===== src/rtl/cpu_pkg.sv =====
// rtl/cpu_pkg.sv - opcode constants, operand-use decode and sequencer state encoding
package cpu_pkg;

  localparam logic [3:0] OP_LW  = 4'b1000;
  localparam logic [3:0] OP_SW  = 4'b1001;
  localparam logic [3:0] OP_LLB = 4'b1010;
  localparam logic [3:0] OP_LHB = 4'b1011;
  localparam logic [3:0] OP_B   = 4'b1100;
  localparam logic [3:0] OP_BR  = 4'b1101;
  localparam logic [3:0] OP_HLT = 4'b1111;

  typedef enum logic [1:0] {
    ST_RUN    = 2'd0,
    ST_DRAIN  = 2'd1,
    ST_HALTED = 2'd2
  } state_t;

  function automatic logic uses_rs(input logic [3:0] op);
    return !(op == OP_LLB || op == OP_LHB || op == OP_B || op == OP_HLT);
  endfunction

  // ALU ops occupy 0000-0111; SW additionally reads its store data from rt
  function automatic logic uses_rt(input logic [3:0] op);
    return (op < OP_LW) || (op == OP_SW);
  endfunction

  function automatic logic is_branch_reg(input logic [3:0] op);
    return op == OP_BR;
  endfunction

endpackage


===== src/rtl/hazard_decode.sv =====
// rtl/hazard_decode.sv - combinational load-use and HLT detection for the ID stage
module hazard_decode
  import cpu_pkg::*;
(
  input  logic [15:0] instr,
  input  logic        memread,
  input  logic [3:0]  rd,
  output logic        load_use,
  output logic        is_hlt
);

  logic [3:0] op;
  logic [3:0] rs;
  logic [3:0] rt;
  logic       rs_hit;
  logic       rt_hit;
  logic       unused_bits;

  assign op          = instr[15:12];
  assign rs          = instr[7:4];
  assign rt          = instr[3:0];
  assign unused_bits = ^instr[11:8];

  assign rs_hit = uses_rs(op) && (rs == rd);
  assign rt_hit = uses_rt(op) && (rt == rd);

  // R0 is hardwired zero, so a load targeting it never needs a bubble
  assign load_use = memread && (rd != 4'd0) && (rs_hit || rt_hit);
  assign is_hlt   = (op == OP_HLT);

endmodule


===== src/rtl/pipeline_ctrl.sv =====
// rtl/pipeline_ctrl.sv - stall/flush sequencer with HLT drain and saturating stall counter
module pipeline_ctrl
  import cpu_pkg::*;
#(
  parameter int HLT_DRAIN = 3,
  parameter int CNT_W     = 16
) (
  input  logic             clk,
  input  logic             rst,
  input  logic [15:0]      if_id_instr,
  input  logic             id_ex_memread,
  input  logic [3:0]       id_ex_rd,
  input  logic             branch_taken,
  input  logic             icache_busy,
  input  logic             dcache_busy,
  output logic             pc_wen,
  output logic             if_id_wen,
  output logic             if_id_flush,
  output logic             id_ex_flush,
  output logic             back_wen,
  output logic             halted,
  output logic [CNT_W-1:0] stall_cycles
);

  localparam int DW = (HLT_DRAIN < 2) ? 1 : $clog2(HLT_DRAIN + 1);

  state_t        state;
  state_t        next_state;
  logic [DW-1:0] drain_cnt;
  logic [DW-1:0] next_cnt;
  logic          load_use;
  logic          is_hlt;

  hazard_decode u_hazard (
    .instr    (if_id_instr),
    .memread  (id_ex_memread),
    .rd       (id_ex_rd),
    .load_use (load_use),
    .is_hlt   (is_hlt)
  );

  always_comb begin
    pc_wen      = 1'b0;
    if_id_wen   = 1'b0;
    if_id_flush = 1'b0;
    id_ex_flush = 1'b0;
    back_wen    = 1'b0;
    halted      = 1'b0;
    next_state  = state;
    next_cnt    = drain_cnt;
    if (rst) begin
      if_id_flush = 1'b1;
      id_ex_flush = 1'b1;
      next_state  = ST_RUN;
      next_cnt    = '0;
    end else begin
      case (state)
        ST_RUN: begin
          if (dcache_busy) begin
            // full freeze: nothing moves, nothing is flushed
          end else if (load_use) begin
            id_ex_flush = 1'b1;
            back_wen    = 1'b1;
          end else if (is_hlt) begin
            back_wen   = 1'b1;
            next_state = ST_DRAIN;
            next_cnt   = DW'(HLT_DRAIN);
          end else if (branch_taken) begin
            pc_wen      = 1'b1;
            if_id_wen   = 1'b1;
            if_id_flush = 1'b1;
            back_wen    = 1'b1;
          end else if (icache_busy) begin
            if_id_wen   = 1'b1;
            if_id_flush = 1'b1;
            back_wen    = 1'b1;
          end else begin
            pc_wen    = 1'b1;
            if_id_wen = 1'b1;
            back_wen  = 1'b1;
          end
        end
        ST_DRAIN: begin
          if_id_flush = 1'b1;
          back_wen    = !dcache_busy;
          if (back_wen) begin
            next_cnt = drain_cnt - 1'b1;
            if (drain_cnt == DW'(1)) next_state = ST_HALTED;
          end
        end
        ST_HALTED: halted = 1'b1;
        default:   next_state = ST_RUN;
      endcase
    end
  end

  always_ff @(posedge clk) begin
    if (rst) begin
      state        <= ST_RUN;
      drain_cnt    <= '0;
      stall_cycles <= '0;
    end else begin
      state     <= next_state;
      drain_cnt <= next_cnt;
      if (!pc_wen && state != ST_HALTED && stall_cycles != {CNT_W{1'b1}})
        stall_cycles <= stall_cycles + 1'b1;
    end
  end

endmodule


===== config.mk =====
export PLATFORM = sky130hd
export DESIGN_NAME = pipeline_ctrl
export DESIGN_NICKNAME = d
export VERILOG_FILES = /design/src/rtl/cpu_pkg.sv /design/src/rtl/hazard_decode.sv /design/src/rtl/pipeline_ctrl.sv
export SDC_FILE = /design/constraint.sdc
export NUM_CORES = 1
export LEC_CHECK = 0
export CORE_MARGIN = 1.5
export CORE_UTILIZATION = 42
export DETAILED_ROUTE_END_ITERATION = 7
export HOLD_SLACK_MARGIN = 0.02
export PLACE_DENSITY = 0.79
export SKIP_LAST_GASP = 1
export SLEW_MARGIN = 20
export SYNTH_ARGS = -nofsm -noshare
export SYNTH_HDL_FRONTEND = slang
export SYNTH_HIERARCHICAL = 1
export SYNTH_SLANG_ARGS = --single-unit

===== constraint.sdc =====
create_clock -name clk -period 2.4 [get_ports clk]
set_input_delay 0.48 -clock clk [delete_from_list [all_inputs] [get_ports clk]]
set_output_delay 0.48 -clock clk [all_outputs]
set_load 0.05 [all_outputs]

After elaboration in Yosys (flattened, before gate mapping)
Cells that the tools add are included.
- input bits: 26
- output and inout bits: 22
- flip-flop bits (word level): 20
- word-level logic and storage cells: 82
- reductions and logical operators: 19
- bitwise operators: 1
- mux-type cells: 39
- eq/ne operators: 17
- add/sub/neg operators: 2
- magnitude comparators: 1
- operator list (cell ; count):
    1-bit 2-to-1 mux ; 26
    4-bit equality test, second input constant ; 5
    2-bit 2-to-1 mux ; 9
    16-bit by 1-bit adder with 16-bit output, second input constant ; 1
    16-bit != test, second input constant ; 1
    2-bit != test, second input constant ; 6
    4-bit equality test ; 2
    1-bit logical AND ; 6
    2-bit case mux with 3 select lines ; 1
    6-bit AND reduction ; 1
    1-bit logical OR ; 5
    5-bit AND reduction ; 1
    2-bit by 1-bit equality test with 1-bit output, second input constant ; 2
    4-bit < comparator, second input constant ; 1
    1-bit case mux with 2 select lines ; 2
    2-bit case mux with 2 select lines ; 1
    4-bit nonzero test ; 1
    1-bit logical NOT ; 3
    2-bit equality test, second input constant ; 1
    2-bit logical NOT ; 1
    2-bit nonzero test ; 1
    2-bit by 1-bit subtractor with 2-bit output, second input constant ; 1
    1-bit inverter ; 1

Longest topological paths before layout
- word-level depth: 15
- mapped depth: 9
- gate-level depth less buffers: 8

By module
Netlist, hierarchy kept.
- modules (own cells, without submodules) (module ; seq. area each (um^2) ; area an instance (um^2) ; instances ; cells an instance):
    pipeline_ctrl ; 400.4 ; 1338.8 ; 1 ; 149
    hazard_decode ; 0.0 ; 150.1 ; 1 ; 20

Worst setup path before layout
No wires, ideal clock.
- kind: input to output
- start: input port id_ex_rd[1]
- end: output port pc_wen
- setup slack: -1112 ps
- data arrival time: 3032 ps
- cell stages on the path: 5
- buffers on the path: 0
- path through: o41ai_1 a31oi_1 o21a_1 or4_4 nor4_1
- cells in the longest elaborated chain, start to end: 8
- RTL lines (element ; line ; text):
    from (decl) ; pipeline_ctrl.sv:12 ; input logic [3:0] id_ex_rd,
    4-bit equality test (on tied branches) ; hazard_decode.sv:24, hazard_decode.sv:25 ;
    1-bit logical AND (on tied branches) ; hazard_decode.sv:24, hazard_decode.sv:25 ;
    1-bit logical OR ; hazard_decode.sv:28 ; assign load_use = memread && (rd != 4'd0) && (rs_hit || rt_hit);
    1-bit logical AND * ; hazard_decode.sv:28 ;
    net load_use ; pipeline_ctrl.sv:31 ; logic load_use;
    1-bit 2-to-1 mux * ; pipeline_ctrl.sv:61 ; end else if (load_use) begin
    1-bit 2-to-1 mux * ; pipeline_ctrl.sv:59 ; if (dcache_busy) begin
    1-bit 2-to-1 mux * ; pipeline_ctrl.sv:57 ; case (state)
    1-bit 2-to-1 mux * ; pipeline_ctrl.sv:51 ; if (rst) begin
    to (decl) ; pipeline_ctrl.sv:16 ; output logic pc_wen,
Mark *: on every way through the listed nets, which the timed path passes. The rest lies on a longest branch.

Worst setup path in the final report
- start: input port id_ex_rd[3]
- end: output port pc_wen
The elaborated chain is that of the path after synthesis.

==> impl_results.md <==
- Main combinational cell family by area after synthesis: simple AND/OR/NAND/NOR gates
- Area grow syn2layout: 60.92%
- PwrDens: 376.7 nW/um2
- Adder and majority cell fraction of the synthesized area: 0.01681
- HPWL after DPL: 2605 um
- Die X: 62.54 um
- Worst reg2reg setup slack: 270 ps
- Max VDD drop: 0.0002784 V
- Final ANT Viol Nets: 0
- Critical Path End Type: primary output
- Share of cells above drive strength 1: 0.3778
- Violated checks: negative setup slack
- Slew Viols, Final: 0
- Leakage: 0.8556 nW
- Dpl cells: 264
- Ys Warns: 6
- Row Count: 21
- Syn Nets: 197
- Register area: 400.4 um2
- Top cell type's share of synthesized area: 0.2689
- Switching share of power: 0.3020
- CTS root buf: clkbuf_4
- Synth Area in Compound Gates: 0.1605
- Worst hold margin: 508.6 ps
- Relative slew slack: 0.6159
- Hold EP: drain_cnt[1]$_SDFFE_PP0P_
- Crit Reg-Reg Endpoint: stall_cycles[4]$_SDFFE_PP0P_
- Yosys cell types: 42
- Vias in the first global route: 1369
- Number of antenna violations at the first check in global routing: 0
- Largest net degree at the start of global routing: 32
- DRT Wirelength: 4356 um
- CTS tree: yes
- Unrepaired setup endpoints after global routing: yes
- Hold Path Depth: 2
- Final hold violation count: 0
- Required @ worst endpoint: 1920 ps
- Total power: 0.9027 mW
- Setup violations, final: 13
- Die ar.: 3911 um2
- Minimum clock period: 2600 ps
- Post-synthesis simple-gate area fraction: 0.3101
- Gpl congestion: 0.8062
- WL/cell: 16.07 um
- Reg power frac: 0.387
- GR Util All Layers: 0.1989
- Yosys top cell by area: dfxtp_1
- Critical R2R Launch: stall_cycles[7]$_SDFFE_PP0P_
- Max-capacitance violation count: 0
- Synthesized instance count: 169
- Internal power: 0.6301 mW
- Finished Layout Cells: 271
- Switching pwr: 0.2726 mW
- Die height: 62.54 um
- Via/cell ratio: 5.450
- Comb pwr share: 0.284
- Clk Latency, worst-skew pair: 330 ps
- Post-synthesis register bit count: 20
- FILL cells: 242
- Status: finished with violations
- Critical Path Start Type: primary input
- Period utilisation layout: 1.083
- Final Skew: 11.47 ps
- Fin util: 0.7124
- Nets@finish: 254
- Detailed router's first-iteration violation count: 59
- CTS clock-pin slew for the worst setup and hold paths: 130 ps
- Total number of vias: 1477
- Synth Area in XOR/XNOR: 0.05294
- I/O pin total: 48
- Area taken by multi-input logic gates: 1265 um2
- Core Area: 3363 um2
- Worst-path fanout max: 3
- Critical Path AT: 2120 ps
- Crit Path Class: in -> out
- Mux cell area share after synthesis: 0.1353
- H-tree Lvls: 1
- Grt ovf: 0
- DRC Markers: 0
- Clk sinks: 20
- Top post-synthesis cells by area: dfxtp_1 27%, mux2_4 9.1%, a211oi_2 5.9%
- Cells on worst reg2reg path: 5
- Clock tree buffer depth: 2
- Hold Crit Start: drain_cnt[1]$_SDFFE_PP0P_
- Setup ws final: -199.7 ps
- Syn avg cell area: 8.810 um2
- Initial Utilization: 0.4427
- First-pass GRT wire length: 6361 um
- PortBufs: 43
- Post-Synthesis Cell Area: 1489 um2
- Seq/Total Area, Yosys: 0.2689
- CTS Buf Count: 3
- Hold Crit Class: reg -> reg
- Clock Power Share: 0.330
- Diode count: 0
- Initial DRT Pass Iterations: 7
- Fmax: 384.7 MHz
- Worst-margin pin slew: 576.1 ps
[how the worst max path moves through the flow]
stage / start / to / slack (ps) / cells after the start
floorplan: id_ex_rd[1] / stall_cycles[14]$_SDFFE_PP0P_ / -170 / 8
global placement: id_ex_rd[0] / if_id_flush / -660 / 9
detailed placement: id_ex_rd[1] / if_id_flush / -760 / 9
CTS: id_ex_rd[3] / if_id_flush / -340 / 9
global route: id_ex_rd[3] / pc_wen / -240 / 8
finish: id_ex_rd[3] / pc_wen / -200 / 8
[layer usage]
| layer | routed length, um | GRT usage | part of all wire | vias up |
|---|---|---|---|---|
| li1 | - | - | - | 715 |
| met1 | 1895 | 0.2483 | 0.44 | 729 |
| met2 | 2322 | 0.3562 | 0.53 | 28 |
| met3 | 97 | 0.02703 | 0.022 | 5 |
| met4 | 40 | 0.05556 | 0.0092 | 0 |
| met5 | 0 | 0 | 0 | - |
[flip-flops by register name (all words and copies together), names as in the netlist]
| signal | flops |
|---|---|
| drain_cnt | 2 |
| stall_cycles | 16 |
| state | 2 |
[synthesized netlist by cell type, drive strengths merged]
master and n:
xor2 3, and4 3, nor2 23, nor4 5, o41ai 2, mux2i 1, mux2 14, nand3 6
clkbuf 4, a311oi 1, a2111oi 3, buf 5, dfxtp 20, xnor2 6, nor2b 14, a21o 1
or4 1, nor3 7, nand2 10, inv 5, and2 1, or3 1, ha 2, and3 2
a31oi 1, nor4b 2, a22oi 1, a211oi 8, o21a 2, o21ai 1, or3b 1, or2b 1
nand4 4, a21oi 4, nand2b 3, o21bai 1
[logic make-up (layout without fill, tap and decap cells)]
family                     Yosys count  after routing
DFF                                 20             20
xor gates and xnor gates             9              9
buffers and inverters               14             70
AOI/OAI and AO/OA                   25             25
muxes                               15             15
adders and majority gates            2              2
and+or+nand+nor                     84             84
[through the flow]
stage	setup WS, ps	TNS [ps]	instance area, um2
floorplan	-172.6	-1829	1534
global placement	-664.8	-11810	2131
detailed placement	-755.8	-12950	2131
CTS	-338.1	-2682	2257
global route	-244.5	-1640	2396
finish	-199.7	-891.2	2396
[critical path, stage by stage]
cell and delay, ps:
buf_8 100, o41ai_4 340, a31oi_1 70, o21a_1 140
or4_4 450, buf_6 160, nor4_4 190, buf_12 180
[what timing repair did]
item,in CTS,in global routing
hold endpoints to repair,0,0
pin swaps,18,17
gates resized for setup,64,37
gates cloned,1,0
setup buffers,3,0
hold buffers,0,0
setup endpoints to repair,20,19
[layout by cell type (no fill, tap or decap), types with 5 or more instances in the layout]
master	synthesis	routed
nor3_1	7	5
nor2_1	23	22
nand3_1	6	6
dfxtp_1	20	20
buf_12	0	5
mux2_4	9	10
clkdlybuf4s50_1	0	20
nand2_1	10	9
buf_2	0	7
nor2b_1	14	14
buf_6	3	6
a211oi_4	0	7
inv_1	5	5
buf_4	2	14
[power groups by stage]
stage | Combinational (mW) | Clock, mW | Sequential (mW)
6_report | 0.256 | 0.298 | 0.349
5_1_grt | 0.271 | 0.315 | 0.351
4_1_cts | 0.249 | 0.294 | 0.349
3_5_place_dp | 0.231 | 0 | 0.356
3_3_place_gp | 0.228 | 0 | 0.356
2_1_floorplan | 0.104 | 0 | 0.376
[layout make-up]
| cell class | instances | share of cell area |
|---|---|---|
| multi-input combinational | 135 | 0.5279 |
| timing repair buffer | 61 | 0.2512 |
| sequential | 20 | 0.1671 |
| tap | 46 | 0.02402 |
| clock inverter | 1 | 0.01253 |
| clock buffer | 3 | 0.009399 |
| inverter | 5 | 0.007833 |
(Power assumes the default switching activity.)
